[src/rtl/univ_regn_pkg.sv]
// -----------------------------------------------------------------------------
// univ_regn_pkg
// Shared definitions for the universal register: the 3-bit mode encoding used
// by the top level, the next-state sub-module and any environment that wants
// to drive modes by name.
// Contents:
//   MODE_* localparams : operation select codes for the mode input
// -----------------------------------------------------------------------------
package univ_regn_pkg;

  localparam logic [2:0] MODE_HOLD = 3'b000;
  localparam logic [2:0] MODE_LOAD = 3'b001;
  localparam logic [2:0] MODE_SHL  = 3'b010;
  localparam logic [2:0] MODE_SHR  = 3'b011;
  localparam logic [2:0] MODE_ROL  = 3'b100;
  localparam logic [2:0] MODE_ROR  = 3'b101;
  localparam logic [2:0] MODE_INC  = 3'b110;
  localparam logic [2:0] MODE_DEC  = 3'b111;

endpackage

[src/rtl/univ_regn_next.sv]
// -----------------------------------------------------------------------------
// univ_regn_next
// Purely combinational next-state logic for the universal register. Given the
// current contents and carry, it computes what q and carry become when the
// selected mode is applied. rst/pst/en priority is handled by the caller.
// Ports:
//   i_mode      : operation select (see univ_regn_pkg)
//   i_q         : current register contents, N bits
//   i_carry     : current carry flag
//   i_d         : parallel load data, N bits
//   i_sin_l     : serial input entering bit N-1 on shift right
//   i_sin_r     : serial input entering bit 0 on shift left
//   o_q_nxt     : next register contents, N bits
//   o_carry_nxt : next carry / borrow / shifted-out bit
// -----------------------------------------------------------------------------
module univ_regn_next
  import univ_regn_pkg::*;
#(
  parameter int N = 8
) (
  input  logic [2:0]   i_mode,
  input  logic [N-1:0] i_q,
  input  logic         i_carry,
  input  logic [N-1:0] i_d,
  input  logic         i_sin_l,
  input  logic         i_sin_r,
  output logic [N-1:0] o_q_nxt,
  output logic         o_carry_nxt
);

  // One extra bit on the add/subtract: its top bit is the wrap indicator
  // (carry out of all-ones on INC, borrow out of zero on DEC).
  logic [N:0] w_inc;
  logic [N:0] w_dec;

  assign w_inc = {1'b0, i_q} + {{N{1'b0}}, 1'b1};
  assign w_dec = {1'b0, i_q} - {{N{1'b0}}, 1'b1};

  always_comb begin
    o_q_nxt     = i_q;
    o_carry_nxt = i_carry;
    case (i_mode)
      MODE_HOLD: begin
        o_q_nxt     = i_q;
        o_carry_nxt = i_carry;
      end
      MODE_LOAD: begin
        o_q_nxt     = i_d;
        o_carry_nxt = 1'b0;
      end
      MODE_SHL: begin
        o_q_nxt     = {i_q[N-2:0], i_sin_r};
        o_carry_nxt = i_q[N-1];
      end
      MODE_SHR: begin
        o_q_nxt     = {i_sin_l, i_q[N-1:1]};
        o_carry_nxt = i_q[0];
      end
      MODE_ROL: begin
        o_q_nxt     = {i_q[N-2:0], i_q[N-1]};
        o_carry_nxt = i_q[N-1];
      end
      MODE_ROR: begin
        o_q_nxt     = {i_q[0], i_q[N-1:1]};
        o_carry_nxt = i_q[0];
      end
      MODE_INC: begin
        o_q_nxt     = w_inc[N-1:0];
        o_carry_nxt = w_inc[N];
      end
      MODE_DEC: begin
        o_q_nxt     = w_dec[N-1:0];
        o_carry_nxt = w_dec[N];
      end
      default: begin
        o_q_nxt     = i_q;
        o_carry_nxt = i_carry;
      end
    endcase
  end

endmodule

[src/rtl/univ_regn.sv]
// -----------------------------------------------------------------------------
// univ_regn
// N-bit universal register: hold, parallel load, shift left/right with serial
// inputs, rotate left/right, increment and decrement, with a registered
// carry/shift-out flag. Priority at each rising edge: rst > pst > en==0 > mode.
// Ports:
//   clk    : rising-edge clock for all state
//   rst    : synchronous active-high reset  (q <= RST_VAL, carry <= 0)
//   pst    : synchronous active-high preset (q <= PST_VAL, carry <= 0)
//   en     : clock enable for mode operations; 0 holds q and carry
//   mode   : operation select (univ_regn_pkg MODE_*)
//   d      : parallel load data
//   sin_r  : serial input into bit 0 on shift left
//   sin_l  : serial input into bit N-1 on shift right
//   q      : register contents
//   carry  : registered carry, borrow or shifted-out bit
//   sout_l : q[N-1], combinational
//   sout_r : q[0], combinational
//   zero   : (q == 0), combinational
// -----------------------------------------------------------------------------
module univ_regn
  import univ_regn_pkg::*;
#(
  parameter int           N       = 8,
  parameter logic [N-1:0] RST_VAL = {N{1'b0}},
  parameter logic [N-1:0] PST_VAL = {N{1'b1}}
) (
  input  logic         clk,
  input  logic         rst,
  input  logic         pst,
  input  logic         en,
  input  logic [2:0]   mode,
  input  logic [N-1:0] d,
  input  logic         sin_r,
  input  logic         sin_l,
  output logic [N-1:0] q,
  output logic         carry,
  output logic         sout_l,
  output logic         sout_r,
  output logic         zero
);

  logic [N-1:0] r_q;
  logic         r_carry;
  logic [N-1:0] w_q_nxt;
  logic         w_carry_nxt;

  univ_regn_next #(
    .N (N)
  ) u_next (
    .i_mode      (mode),
    .i_q         (r_q),
    .i_carry     (r_carry),
    .i_d         (d),
    .i_sin_l     (sin_l),
    .i_sin_r     (sin_r),
    .o_q_nxt     (w_q_nxt),
    .o_carry_nxt (w_carry_nxt)
  );

  always_ff @(posedge clk) begin
    if (rst) begin
      r_q     <= RST_VAL;
      r_carry <= 1'b0;
    end else if (pst) begin
      r_q     <= PST_VAL;
      r_carry <= 1'b0;
    end else if (en) begin
      r_q     <= w_q_nxt;
      r_carry <= w_carry_nxt;
    end
  end

  assign q      = r_q;
  assign carry  = r_carry;
  assign sout_l = r_q[N-1];
  assign sout_r = r_q[0];
  assign zero   = (r_q == {N{1'b0}});

endmodule

[config.mk]
export PLATFORM = sky130hd
export DESIGN_NAME = univ_regn
export DESIGN_NICKNAME = d
export VERILOG_FILES = /design/src/rtl/univ_regn_pkg.sv /design/src/rtl/univ_regn_next.sv /design/src/rtl/univ_regn.sv
export SDC_FILE = /design/constraint.sdc
export NUM_CORES = 1
export LEC_CHECK = 0
export CORE_UTILIZATION = 24
export CTS_CLUSTER_SIZE = 8
export DETAILED_ROUTE_END_ITERATION = 12
export GPL_TIMING_DRIVEN = 0
export PLACE_DENSITY_LB_ADDON = 0.1
export SLEW_MARGIN = 10
export SYNTH_ARGS = -nofsm -noshare
export SYNTH_HDL_FRONTEND = slang
export SYNTH_SLANG_ARGS = --single-unit
export TNS_END_PERCENT = 30
[constraint.sdc]
create_clock -name clk -period 1.9 [get_ports clk]
set_input_delay 0.19 -clock clk [delete_from_list [all_inputs] [get_ports clk]]
set_output_delay 0.19 -clock clk [all_outputs]
set_load 0.01 [all_outputs]
==> reports/results.txt <==
status: complete, no violations
Crit path required time: 2.05 ns
Sinks on Clock Net: 9
cell taking the most area after synthesis: dfxtp_1
Netlist cell types: 41
die height: 68.37 um
Power Internal: 533.4 uW
FILL cells: 432
crit-path max cell delay: 0.56 ns
most frequent cell after synthesis: nor2_1
gpl congestion: 0.7737
Cells after Synth: 138
global-route wire length before repair: 5009 um
most area-consuming cells after synthesis: dfxtp_1, mux2i_1, a211oi_1, nor2_1, nand2_1
CP Capture Type: register
Starting Density: 0.2569
gr ovfl total: 0
P_sw: 274.0 uW
initial antenna violation count: 0
Clk pwr share: 0.289
Worst Tran Pin Value: 0.4547 ns
final hold vios: 0
share of layout cells above drive strength 1: 0.1557
Layout area overhead: 36.80%
Netlist Area Pre-Place: 1057 sq um
CP Launch Type: register
total of max-cap violations: 0
Avg Inst Size Synth: 7.661 sq um
vias: 1,089
sequential power share: 0.271
core region area: 4115 sq um
HP Class: input port to register
Num CTS Buffers: 3
number of DRC markers in iteration 0: 67
Die W: 68.37 um
CTS tree: yes
R2R setup slack: 0.10 ns
antenna cells: 0
clock buffer depth: 2
register area share after synthesis: 0.1704
largest net degree at the start of global routing: 11
DRC violations left: 0
drt via density: 5.018
Antenna Nets Post-Route: 0
Power Density: 558.2 nW/um^2
peak supply drop: 0.2364 mV
die area: 4674 sq um
Port Buffers: 26
Fmax: 0.5556 GHz
final setup vio count: 0
Comb pwr share: 0.440
Synth async-reset ratio: 0
crit-path max FO: 10
Final Max Tran Viols: 0
Setup Crit Path Kind: register to register
critical path's slowest cell: or4_4
GRT Util Overall: 0.1463
Syn Nets: 157
CP arrival: 1.95 ns
FP Rows: 23
Sw Share: 0.3393
final WL: 3058 um
Seq cells post-synth: 9
Tcrit/Tclk final: 0.9473
number of synthesized flops with an enable pin: 0
drt pass-1 iters: 4
top_reg_cell synth: dfxtp_1
Top Ports: 29
Syn. warnings: 0
Tmin final: 1.800 ns
final net count: 187
Post-CTS Hold Buffers: 0
Root Buffer: clkbuf_8
Final Util: 0.3515
Yosys top cell area share: 0.1704
clock transition at the registers of the reported paths: 0.05 ns
Leak: 0.0005573 uW
detailed placement HPWL: 2366 um
clk_lat worst skew: 0.24 ns
Setup Skew: 0.008142 ns
CTS H-Tree Depth: 1
Cell Chain, Critical Path: buf_6 > or4_4 > nor4_4 > xor2_1 > nand2_1 > a311oi_2
drt wl/cell: 14.09 um
RSZ-0062 raised after global routing: no
WHS: 0.2874 ns
number of global-route vias before repair: 979
Slew headroom: 0.6969
Post-synth top cells: nor2_1, nand2_1, dfxtp_1
power by group through the flow:
stage          Clock [uW]  Sequential (uW)  Combinational [uW]
5_1_grt               256              221                 390
3_5_place_dp            0              223                 348
6_report              233              219                 355
3_3_place_gp            0              222                 350
2_1_floorplan           0              230                 220
4_1_cts               242              219                 350
stage by stage:
stage | setup TNS [ns] | worst slack [ns] | instances | power, uW | instance area (sq um)
floorplan | 0 | 0.1825 | 138 | 449.4 | 1057
global placement | -1.897 | -0.4470 | 214 | 572.0 | 1380
detailed placement | -1.778 | -0.4031 | 214 | 570.2 | 1380
CTS | 0 | 0.04557 | 218 | 811.1 | 1429
global route | 0 | 0.003688 | 217 | 866.4 | 1446
finish | 0 | 0.1001 | 217 | 807.4 | 1446
per-layer routing:
metal | track usage | vias to the layer above | wire [um]
met5 | 0 | - | 0
met1 | 0.2179 | 510 | 1615
met2 | 0.2059 | 19 | 1300
met3 | 0.02667 | 4 | 95
li1 | - | 556 | -
met4 | 0.04688 | 0 | 46
flip-flops by register name, summed over array words and instances, names as in the netlist:
register / count
carry: 1
q: 8
logic make-up after synthesis:
family,after synthesis,synth area share
AND/OR/NAND/NOR,54,0.2663
XOR/XNOR,12,0.09941
multiplexers,7,0.06746
AO/OA/AOI/OAI,33,0.2320
buffers and inverters,21,0.1408
adder cells (fa/ha/maj),2,0.02366
flip-flops,9,0.1704
worst max-delay path, delay by kind of cell, from the launching register on:
family / cells / cell delay (ns)
AO/OA/AOI/OAI: 1 / 0.27
XOR/XNOR: 1 / 0.17
flip-flops: 1 / 0.33
AND/OR/NAND/NOR: 3 / 0.80
buffers and inverters: 1 / 0.15
area by class of cell:
cell class                 count  area (sq um)  share of cell area
sequential                     9         180.2              0.1246
buffer                        17         140.1             0.09689
tap                           50         62.56             0.04325
multi-input combinational    108         748.2              0.5173
clock buffer                   4         45.04             0.03114
timing repair buffer          26         259.0              0.1791
inverter                       3         11.26            0.007785
layout by cell type, fill, tap and decap left out, types with 5 or more instances in the layout:
master           count
a211oi_1             7
clkdlybuf4s50_1     25
mux2i_1              6
a21oi_1              5
nand2_1             14
buf_4                7
xor2_1               6
nor2_1              15
xnor2_1              6
dfxtp_1              9
path summary, 6_finish.rpt:
path / from / end / cells past startpoint
max: q[0] / q[7] / 6
min: rst / q[7] / 2
min reg2reg: carry / carry / 2
max reg2reg: q[0] / q[7] / 6
repair_timing:
item	CTS	global route
buffers inserted	0	0
resized for setup	4	9
setup endpoints to repair	5	10
(Power assumes the default switching activity.)
